File: config.mk
export PLATFORM = sky130hd
export DESIGN_NAME = i2s_rx
export DESIGN_NICKNAME = d
export VERILOG_FILES = /design/src/rtl/i2s_rx.sv
export SDC_FILE = /design/constraint.sdc
export NUM_CORES = 1
export LEC_CHECK = 0
export BUFFER_PORTS_ARGS = -buffer_cell sky130_fd_sc_hd__buf_2
export CAP_MARGIN = 20
export CORE_MARGIN = 1.5
export CORE_UTILIZATION = 50
export DETAILED_ROUTE_END_ITERATION = 10
export PLACE_DENSITY_LB_ADDON = 0.3
export SLEW_MARGIN = 25
export SYNTH_ARGS = -nofsm -noshare
export SYNTH_HDL_FRONTEND = slang
export SYNTH_SLANG_ARGS = --single-unit
File: constraint.sdc
create_clock -name clk -period 5 [get_ports clk]
set_input_delay 0.75 -clock clk [delete_from_list [all_inputs] [get_ports clk]]
set_output_delay 0.75 -clock clk [all_outputs]
set_load 0.005 [all_outputs]
File: src/rtl/i2s_rx.sv
// I2S receiver: synchronizes bclk/lrclk/dout into the clk domain, deserializes
// left/right words and presents sample pairs through a valid/ready handshake.
module i2s_rx #(
  parameter int unsigned DATA_W      = 16,
  parameter int unsigned SYNC_STAGES = 2
) (
  input  logic              clk,
  input  logic              reset,
  input  logic              i2s_bclk,
  input  logic              i2s_lrclk,
  input  logic              i2s_dout,
  output logic [DATA_W-1:0] left_data,
  output logic [DATA_W-1:0] right_data,
  output logic              sample_valid,
  input  logic              sample_ready,
  output logic              overrun,
  output logic              frame_err
);

  localparam int unsigned      CNT_W    = 5;
  localparam logic [CNT_W-1:0] CNT_MAX  = '1;
  localparam logic [CNT_W-1:0] CNT_FULL = CNT_W'(DATA_W);

  typedef enum logic {ST_SYNC = 1'b0, ST_RUN = 1'b1} state_t;

  state_t                 state_q, state_d;
  logic [SYNC_STAGES-1:0] bclk_sync_q, bclk_sync_d;
  logic [SYNC_STAGES-1:0] lr_sync_q, lr_sync_d;
  logic [SYNC_STAGES-1:0] dout_sync_q, dout_sync_d;
  logic                   bclk_prev_q, bclk_prev_d;
  logic                   lr_prev_q, lr_prev_d;
  logic [DATA_W-1:0]      shift_q, shift_d;
  logic [CNT_W-1:0]       cnt_q, cnt_d;
  logic                   done_q, done_d;
  logic                   done_ch_q, done_ch_d;
  logic                   done_ok_q, done_ok_d;
  logic [DATA_W-1:0]      word_q, word_d;
  logic [DATA_W-1:0]      stage_q, stage_d;
  logic                   left_pend_q, left_pend_d;
  logic                   pair_vld_q, pair_vld_d;
  logic [DATA_W-1:0]      pair_r_q, pair_r_d;
  logic [DATA_W-1:0]      left_q, left_d;
  logic [DATA_W-1:0]      right_q, right_d;
  logic                   valid_q, valid_d;
  logic                   overrun_q, overrun_d;
  logic                   frame_err_q, frame_err_d;

  logic bclk_s, lr_s, dout_s, bclk_rise;

  assign bclk_s    = bclk_sync_q[SYNC_STAGES-1];
  assign lr_s      = lr_sync_q[SYNC_STAGES-1];
  assign dout_s    = dout_sync_q[SYNC_STAGES-1];
  assign bclk_rise = bclk_s & ~bclk_prev_q;

  // Shift chains; the cast drops the oldest stage so SYNC_STAGES=1 also works.
  always_comb begin
    bclk_sync_d = SYNC_STAGES'({bclk_sync_q, i2s_bclk});
    lr_sync_d   = SYNC_STAGES'({lr_sync_q, i2s_lrclk});
    dout_sync_d = SYNC_STAGES'({dout_sync_q, i2s_dout});
  end

  // Bit-level front end: shift, count and detect word boundaries on bclk rises.
  always_comb begin
    bclk_prev_d = bclk_s;
    lr_prev_d   = lr_prev_q;
    shift_d     = shift_q;
    cnt_d       = cnt_q;
    done_d      = 1'b0;
    done_ch_d   = done_ch_q;
    done_ok_d   = done_ok_q;
    word_d      = word_q;
    if (bclk_rise) begin
      shift_d   = {shift_q[DATA_W-2:0], dout_s};
      lr_prev_d = lr_s;
      if (lr_s != lr_prev_q) begin
        done_d    = 1'b1;
        done_ch_d = lr_prev_q;
        done_ok_d = (cnt_q == CNT_FULL);
        word_d    = {shift_q[DATA_W-2:0], dout_s};
        cnt_d     = CNT_W'(1);
      end else if (cnt_q != CNT_MAX) begin
        cnt_d = cnt_q + CNT_W'(1);
      end
    end
  end

  // Word acceptance FSM: SYNC throws away the alignment word, RUN pairs L then R.
  always_comb begin
    state_d     = state_q;
    stage_d     = stage_q;
    left_pend_d = left_pend_q;
    pair_vld_d  = 1'b0;
    pair_r_d    = pair_r_q;
    frame_err_d = frame_err_q;
    if (done_q) begin
      case (state_q)
        ST_SYNC: state_d = ST_RUN;
        ST_RUN: begin
          if (!done_ok_q) begin
            frame_err_d = 1'b1;
            left_pend_d = 1'b0;
          end else if (!done_ch_q) begin
            stage_d     = word_q;
            left_pend_d = 1'b1;
          end else if (left_pend_q) begin
            pair_vld_d  = 1'b1;
            pair_r_d    = word_q;
            left_pend_d = 1'b0;
          end
        end
        default: state_d = ST_SYNC;
      endcase
    end
  end

  // Output holding registers and handshake.
  always_comb begin
    left_d    = left_q;
    right_d   = right_q;
    valid_d   = valid_q;
    overrun_d = overrun_q;
    if (pair_vld_q) begin
      if (!valid_q || sample_ready) begin
        left_d  = stage_q;
        right_d = pair_r_q;
        valid_d = 1'b1;
      end else begin
        overrun_d = 1'b1;
      end
    end else if (valid_q && sample_ready) begin
      valid_d = 1'b0;
    end
  end

  always_ff @(posedge clk or posedge reset) begin
    if (reset) state_q <= ST_SYNC;
    else       state_q <= state_d;
  end

  always_ff @(posedge clk or posedge reset) begin
    if (reset) begin
      bclk_sync_q <= '0;
      lr_sync_q   <= '0;
      dout_sync_q <= '0;
      bclk_prev_q <= 1'b0;
      lr_prev_q   <= 1'b0;
      shift_q     <= '0;
      cnt_q       <= '0;
      done_q      <= 1'b0;
      done_ch_q   <= 1'b0;
      done_ok_q   <= 1'b0;
      word_q      <= '0;
      stage_q     <= '0;
      left_pend_q <= 1'b0;
      pair_vld_q  <= 1'b0;
      pair_r_q    <= '0;
      left_q      <= '0;
      right_q     <= '0;
      valid_q     <= 1'b0;
      overrun_q   <= 1'b0;
      frame_err_q <= 1'b0;
    end else begin
      bclk_sync_q <= bclk_sync_d;
      lr_sync_q   <= lr_sync_d;
      dout_sync_q <= dout_sync_d;
      bclk_prev_q <= bclk_prev_d;
      lr_prev_q   <= lr_prev_d;
      shift_q     <= shift_d;
      cnt_q       <= cnt_d;
      done_q      <= done_d;
      done_ch_q   <= done_ch_d;
      done_ok_q   <= done_ok_d;
      word_q      <= word_d;
      stage_q     <= stage_d;
      left_pend_q <= left_pend_d;
      pair_vld_q  <= pair_vld_d;
      pair_r_q    <= pair_r_d;
      left_q      <= left_d;
      right_q     <= right_d;
      valid_q     <= valid_d;
      overrun_q   <= overrun_d;
      frame_err_q <= frame_err_d;
    end
  end

  assign left_data    = left_q;
  assign right_data   = right_q;
  assign sample_valid = valid_q;
  assign overrun      = overrun_q;
  assign frame_err    = frame_err_q;

endmodule

==> metrics.txt, run 1 <==
status finished clean; Final Power 2500 uW; pin count of the biggest net entering global routing 77; first-pass GRT wire length 12500 microns; Hold WC Path Type reg -> reg; hold_buf cts 0; Syn Area/Cell 14.9 sq um; 1st-pass router iterations 4; detailed placer's ending HPWL 4180 microns; die area 0.00952 sq mm; DR vias 2431; IO buf count 40; final setup vio count 0; Rows 34; I/O pins 41; area grow syn2layout 20.7%; worst skew pair latency 0.51 ns; Yosys Warn Count 0; clock skew 0.0112 ns; Num Clock Sinks 117; Post-synth top flop dfrtp_1; pin slew with the least headroom to its limit 1.01 ns; max_cap viols 0; fin util 62.2%; CTS tree built; GRT overflow 0; Power Dens Cells 463 mW/mm^2; routed vias/inst 5.14; static leakage 0.00291 uW; # DRC 0; share of the synthesized area in the top cell type 65.5%; Inst Count DP 441; final wirelength 7270 microns; Max clock buf depth 2; vias in the first global route 2560; #FFs+latches synth 117; Final Max Slew Viols 0; Worst VDD drop 0.000421 V; minimum clock period 2.02 ns; WHS Path Cells 0; drt first-iter violations 83; cell area after synthesis 0.00447 sq mm; Max Fanout on Critical Path 22; Seq/Total Area, Yosys 65.5%; post-CTS setup buffer count 0; Worst Hold Launch bclk_sync_q[0]; worst setup margin 2.98 ns; flop-to-flop setup slack 2.98 ns; Post-synth EDFFs 0; layout cells sized above 1 42.5%; worst slack at placement 2.87 ns; Synth area leader dfrtp_1; Final Non-Filler Cells 473; crit share post-route 40.5%; remaining antenna violation count 0; Post-Syn Instances 301; FMAX 494 MHz; Reg2Reg Depth 3; CTS clock-pin slew for the worst setup and hold paths 0.05 ns; fraction of registers with async set/reset 100%; CTS H-tree lvls 4; Final Hold Viols 0; Synth cell types 31; syn_nets 310; Die Span Y 97.6 microns; RSZ-0062 raised after global routing false; WL per Instance 15.4 microns; initial core utilization 51.5%; Setup crit end kind flip-flop; arrival time worst endpoint 2.41 ns; Min-Delay Endpoint bclk_sync_q[1]; post-cts sizing count 0; CTS buffer count 17; critical path class reg -> reg; synth top area cells dfrtp_1 (65%), mux2_2 (15%), mux2_4 (6.0%); ANT cells 0; routability cong. 0.714; Rel. slew slack 32.5%; FF-to-FF Start bclk_prev_q; Core Footprint 0.00868 sq mm; width of the die 97.6 microns; CP Launch Type flip-flop; gr usage total 17.2%; initial antenna violation count 0; WP data required 5.38 ns; FF-to-FF End word_q[11]; clock root buffer clkbuf_8; # nets final 361; Sum Neg Setup Slack 0 ns
## per-stage QoR
stage / area [sq um] / hold slack, ns
finish: 5400 / 0.346
global route: 5400 / 0.320
CTS: 5400 / 0.335
detailed placement: 4750 / 0.335
global placement: 4750 / 0.336
floorplan: 4470 / 0.331
## placed cells by master (no fill, tap or decap)
master,netlist,layout
dfrtp_1,117,117
xnor2_2,1,1
inv_1,5,4
bufinv_16,0,4
o21bai_1,3,3
ha_1,3,3
clkbuf_8,0,7
a21oi_1,1,1
nor2b_1,3,3
o21ai_0,2,2
or4_1,1,1
nand4b_1,1,1
nor3_1,2,2
clkbuf_1,2,1
buf_2,5,40
inv_4,0,1
mux2_1,5,5
a21o_1,1,1
xor2_1,1,1
nand2b_1,2,2
clkbuf_16,0,16
nor2_2,1,1
nand3_1,1,1
mux2_2,58,58
or2_1,1,1
nor2_8,1,1
or2_2,1,1
a22o_1,4,4
mux2_4,18,18
clkinvlp_4,0,1
and3_1,1,1
buf_4,1,3
mux2i_1,1,1
nand2_1,55,55
clkinv_2,0,3
## registers in the layout, summed over array words and instances, names as in the netlist, 2 cells and up
| name | cells |
|---|---|
| bclk_sync_q | 2 |
| right_data | 16 |
| stage_q | 16 |
| pair_r_q | 16 |
| shift_q | 15 |
| dout_sync_q | 2 |
| left_data | 16 |
| cnt_q | 5 |
| word_q | 16 |
| lr_sync_q | 2 |
## how the worst max path moves through the flow
stage	from	to	slack, ns	depth (start not counted)
2_1_floorplan	reset	bclk_prev_q	1.15	1
3_3_place_gp	reset	left_data[14]	2.89	3
3_5_place_dp	reset	word_q[13]	2.87	3
4_1_cts	bclk_prev_q	word_q[11]	2.93	3
5_1_grt	bclk_prev_q	word_q[14]	2.85	3
6_report	bclk_prev_q	word_q[11]	2.98	3
## critical path, cell delays in order (launching register included)
cell and delay [ns]:
dfrtp_1 0.37, nand2b_1 0.59, nor2_8 0.56, mux2_2 0.38
## power by group
group          internal (uW)  switching [uW]  total, uW
Clock                    886             396       1280
Sequential              1020            61.2       1080
Combinational           69.6            64.1        134
Total                   1980             522       2500
## cells by family (layout without fill, tap and decap cells)
kind of cell,Yosys count,after routing,share of synthesized area (%)
AO/OA/AOI/OAI,11,11,1.79
AND/OR/NAND/NOR,70,70,7.03
XOR/XNOR,2,2,0.560
adder cells (fa/ha/maj),3,3,0.840
multiplexers,82,82,22.1
flip-flops,117,117,65.5
buffers and inverters,16,80,2.15
## cells in the mapped netlist (3+ instances only)
library cell	count
a22o_1	4
dfrtp_1	117
inv_1	5
nor2b_1	3
nand2_1	55
o21bai_1	3
mux2_1	5
ha_1	3
mux2_2	58
mux2_4	18
buf_2	5
## cell type report
type,count,area (sq um)
Fill cell,667,3280
Sequential cell,117,2930
Multi-Input combinational cell,168,1450
Clock buffer,24,500
Timing Repair Buffer,43,223
Clock inverter,8,143
Tap cell,108,135
Inverter,5,21.3
## metal layers
layer / global-route usage (%) / part of all wire, % / vias up
met4: 7.36 / 1.4 / 0
li1: - / - / 1131
met5: 0 / 0 / -
met2: 27.0 / 51 / 41
met1: 21.5 / 44 / 1250
met3: 6.19 / 3.4 / 9
(Power assumes the default switching activity.)
==> run 2: changes to the inputs <==
Clock period 5 ns to 1.8 ns, I/O delays scaled along.
==> run 2 against run 1 <==
- via count is 2.7% higher
- sequential power grew to 2.8 times the previous value
- cell area up 2.2%
- highest routed layer unchanged
- sequential cell count stayed put
- power grew to 2.8 times the previous value
- cell count grew 2.5%
- largest cell class unchanged
- clock power rose to 2.7 times the previous value
- register-to-register slack got worse by 2.9 ns
- worst setup slack lost 2.9 ns
- routed wire length rose by 5.9%
- worst hold slack got worse by 0.27 ns
==> metrics.txt, run 2 (synthesis gave the netlist of run 1 again) <==
status finished clean; met1 wire length 3570 microns; area grow syn2layout 23.3%; CTS H-tree lvls 4; Setup crit end kind flip-flop; clock root buffer clkbuf_8; final wirelength 7700 microns; Power Dens Cells 1250 mW/mm^2; detailed placer's ending HPWL 4310 microns; met2 WL 3710 microns; GRT overflow 0; FMAX 566 MHz; Rows 34; initial antenna violation count 0; CTS clock-pin slew for the worst setup and hold paths 0.06 ns; commonest non-fill, non-tap cells in the layout dfrtp_1 (117), mux2_2 (58), nand2_1 (55); Post-DP Area 0.00482 sq mm; Rel. slew slack 59.0%; IO buf count 40; first-pass GRT wire length 13200 microns; Fillers 661; pin count of the biggest net entering global routing 118; Inst Count DP 447; Worst VDD drop 0.000808 V; DR vias 2496; Highest Signal Layer met4; CTS tree built; post-route cell area 0.00551 sq mm; Final Non-Filler Cells 485; Die Span Y 97.6 microns; die area 0.00952 sq mm; CP Launch Type flip-flop; Max Fanout on Critical Path 4; final setup vio count 0; WL per Instance 15.9 microns; gr usage total 18.0%; initial core utilization 51.5%; crit share post-route 98.1%; most common cell after layout, fill and taps aside dfrtp_1; minimum clock period 1.77 ns; worst setup margin 0.0340 ns; layout cells sized above 1 43.8%; Final Max Slew Viols 0; static leakage 0.00294 uW; Core Footprint 0.00868 sq mm; arrival time worst endpoint 2.20 ns; critical path class reg -> reg; remaining antenna violation count 0; width of the die 97.6 microns; CTS buffer count 17; Hold WC Path Type in -> reg; drt first-iter violations 133; max_cap viols 0; worst slack at placement -0.00602 ns; # nets final 373; Num Clock Sinks 117; 1st-pass router iterations 4; I/O pins 41; Hold WS 0.0741 ns; WP data required 2.23 ns; clock skew 0.00870 ns; Max clock buf depth 2; Final Power 6880 uW; pin slew with the least headroom to its limit 0.614 ns; ANT cells 0; worst skew pair latency 0.51 ns; # DRC 0; routed vias/inst 5.15; vias in the first global route 2664; routability cong. 0.763; Final Hold Viols 0; met3 WL post-DR 303 microns
-- run 2: path summary, 6_finish.rpt --
kind,from,to,slack [ns],cells after the start
max in group asynchronous,reset,right_data[4],0.85,4
setup / recovery,cnt_q[0],cnt_q[3],0.03,6
min in group asynchronous,reset,right_data[2],0.47,4
hold reg to reg,dout_sync_q[0],dout_sync_q[1],0.35,0
setup reg to reg,cnt_q[0],cnt_q[3],0.03,6
hold / removal,sample_ready,sample_valid,0.07,3
-- run 2: power by group --
group	internal (uW)	switching (uW)
logic	220	195
registers	2830	176
clock network	2280	1170
total	5330	1540
-- run 2: layer usage --
layer	vias to the layer above	GRT usage (%)
li1	1161	-
met1	1268	23.0
met2	56	27.8
met3	11	6.91
met4	0	7.25
met5	-	0
-- run 2: per-stage QoR --
stage / setup TNS [ns] / util, %
6_report: 0 / 63.5
5_1_grt: -0.0153 / 63.5
4_1_cts: 0 / 63.2
3_5_place_dp: -0.00602 / 55.6
3_3_place_gp: 0 / 55.6
2_1_floorplan: 0 / -
-- run 2: critical path, cell delays in order (launching register included) --
cell and delay [ns]:
dfrtp_1 0.41, ha_2 0.21, and3_4 0.19, ha_4 0.17
nand4b_1 0.21, or4_1 0.43, o21ai_1 0.08
-- run 2: timing repair --
item / 4_1_cts / 5_1_grt
setup buffers: 1 / 1
pin swaps: 0 / 0
endpoints found under the hold margin: 120 / 0
hold buffers: 4 / 0
resized for setup: 1 / 4
setup endpoints to repair: 1 / 5
-- run 2: area by class of cell --
type	count	area, sq um	area share [%]
Clock inverter	12	179	3.24
Clock buffer	20	435	7.90
Sequential cell	117	2930	53.1
Inverter	5	22.5	0.408
Multi-Input combinational cell	168	1470	26.6
Timing Repair Buffer	55	348	6.31
Tap cell	108	135	2.45
==> run 3: changes to the inputs <==
Settings changed: CORE_UTILIZATION 50 to 40, CTS_CLUSTER_SIZE set to 10, SLEW_MARGIN 25 to unset.
==> run 3 against run 2 <==
- worst setup slack improved by 0.057 ns
- combinational power fell by 3%
- critical path depth did not move
- non-clock buffer count fell by 1
- via count fell by 2.2%
- largest cell class unchanged
==> metrics.txt, run 3 (synthesis gave the netlist of run 1 again) <==
commonest non-fill, non-tap cells in the layout dfrtp_1 (117), mux2_2 (58), nand2_1 (55); initial core utilization 41.1%; Final Hold Viols 0; remaining antenna violation count 0; crit share post-route 94.9%; first-pass GRT wire length 12500 microns; Worst Hold Launch sample_ready; FF-to-FF Start cnt_q[0]; Rel. slew slack 59.4%; initial antenna violation count 0; WP data required 2.23 ns; WHS Path Cells 3; pin count of the biggest net entering global routing 118; status finished clean; IO buf count 40; pin slew with the least headroom to its limit 0.609 ns; worst slack at placement -0.00700 ns; clock skew 0.00770 ns; CTS buffer count 17; Rows 38; static leakage 0.00296 uW; layout cells sized above 1 43.4%; most common cell after layout, fill and taps aside dfrtp_1; # DRC 0; gr usage total 14.0%; ANT cells 0; 1st-pass router iterations 4; Power Dens Cells 1250 mW/mm^2; CTS H-tree lvls 4; Max Fanout on Critical Path 4; CTS clock-pin slew for the worst setup and hold paths 0.05 ns; Max clock buf depth 2; clock root buffer clkbuf_8; Core Footprint 0.0109 sq mm; DR vias 2440; vias in the first global route 2620; WL per Instance 13.9 microns; Num Clock Sinks 117; drt first-iter violations 139; CTS tree built; minimum clock period 1.71 ns; detailed placer's ending HPWL 4370 microns; RSZ-0062 raised after global routing false; Post-DP Area 0.00486 sq mm; FF-to-FF End cnt_q[3]; flop-to-flop setup slack 0.09 ns; # nets final 372; width of the die 109 microns; worst skew pair latency 0.50 ns; post-route cell area 0.00555 sq mm; critical path class reg -> reg; Die Span Y 109 microns; final wirelength 7170 microns; routability cong. 0.690; arrival time worst endpoint 2.14 ns; final setup vio count 0; CP Launch Type flip-flop; max_cap viols 0; Setup crit end kind flip-flop; worst setup margin 0.0913 ns; Reg2Reg Depth 6; Min-Delay Endpoint overrun; routed vias/inst 4.73; Worst VDD drop 0.000601 V; Hold WC Path Type in -> reg; die area 0.0118 sq mm; GRT overflow 0; area grow syn2layout 24.2%; FMAX 585 MHz; I/O pins 41; Final Max Slew Viols 0
-- run 3: cell count changes in the layout (fill, tap and decap cells not counted) --
cell / delta
and3_4: -1
ha_4: -1
clkinv_4: -2
ha_2: +1
clkbuf_8: +4
clkinvlp_4: -3
clkinv_2: +1
buf_4: -1
and3_1: +1
-- run 3: area by class of cell --
| type | count | area, sq um |
|---|---|---|
| timing repair buffer | 54 | 340 |
| clock buffer | 24 | 490 |
| fill | 928 | 5340 |
| inverter | 5 | 22.5 |
| sequential | 117 | 2930 |
| tap | 140 | 175 |
| multi-input combinational | 168 | 1450 |
| clock inverter | 8 | 144 |
-- run 3: worst max-delay path, cell delays in order (launching register included) --
cell,delay [ns]
dfrtp_1,0.39
ha_2,0.19
and3_1,0.18
ha_2,0.19
nand4b_1,0.19
or4_1,0.41
o21ai_1,0.08
-- run 3: where the power goes --
part / internal, uW / total [uW] / switching (uW)
registers: 2830 / 3000 / 168
logic: 218 / 402 / 185
clock network: 2430 / 3530 / 1100
-- run 3: layer usage --
metal	share of wire, %	routed length, microns	up-vias	GRT usage, %
li1	-	-	1149	-
met5	0	0	-	0
met1	49	3540	1233	18.5
met2	46	3290	50	20.9
met3	3.9	280	8	4.72
met4	0.89	64	0	6.20
-- run 3: worst max path at each step --
stage | from | endpoint | slack [ns]
3_3_place_gp | cnt_q[1] | cnt_q[3] | 0.1
6_report | cnt_q[0] | cnt_q[3] | 0.09
3_5_place_dp | cnt_q[1] | cnt_q[3] | -0.007
4_1_cts | cnt_q[0] | cnt_q[3] | 0.01
5_1_grt | cnt_q[0] | cnt_q[3] | 0.003
2_1_floorplan | reset | bclk_prev_q | 0.10
-- run 3: what timing repair did --
action                     CTS  global route
setup endpoints to repair    1             4
buffers inserted             2             0
resized for setup            0             3
cloned                       0             0
hold endpoints to repair   120             0
hold buffers                 4             0
-- run 3: per-stage QoR --
stage                     total power (uW)  setup TNS [ns]  hold WS (ns)  std cells  util (%)
final                                 6930               0        0.0871        516      51.0
after global routing                  7220               0        0.0949        516      51.0
after CTS                             7010               0        0.0549        516      50.9
after detailed placement              3430        -0.00700         0.338        478      44.6
after global placement                3390               0         0.334        478      44.6
after floorplan                       3300               0         0.301        301         -
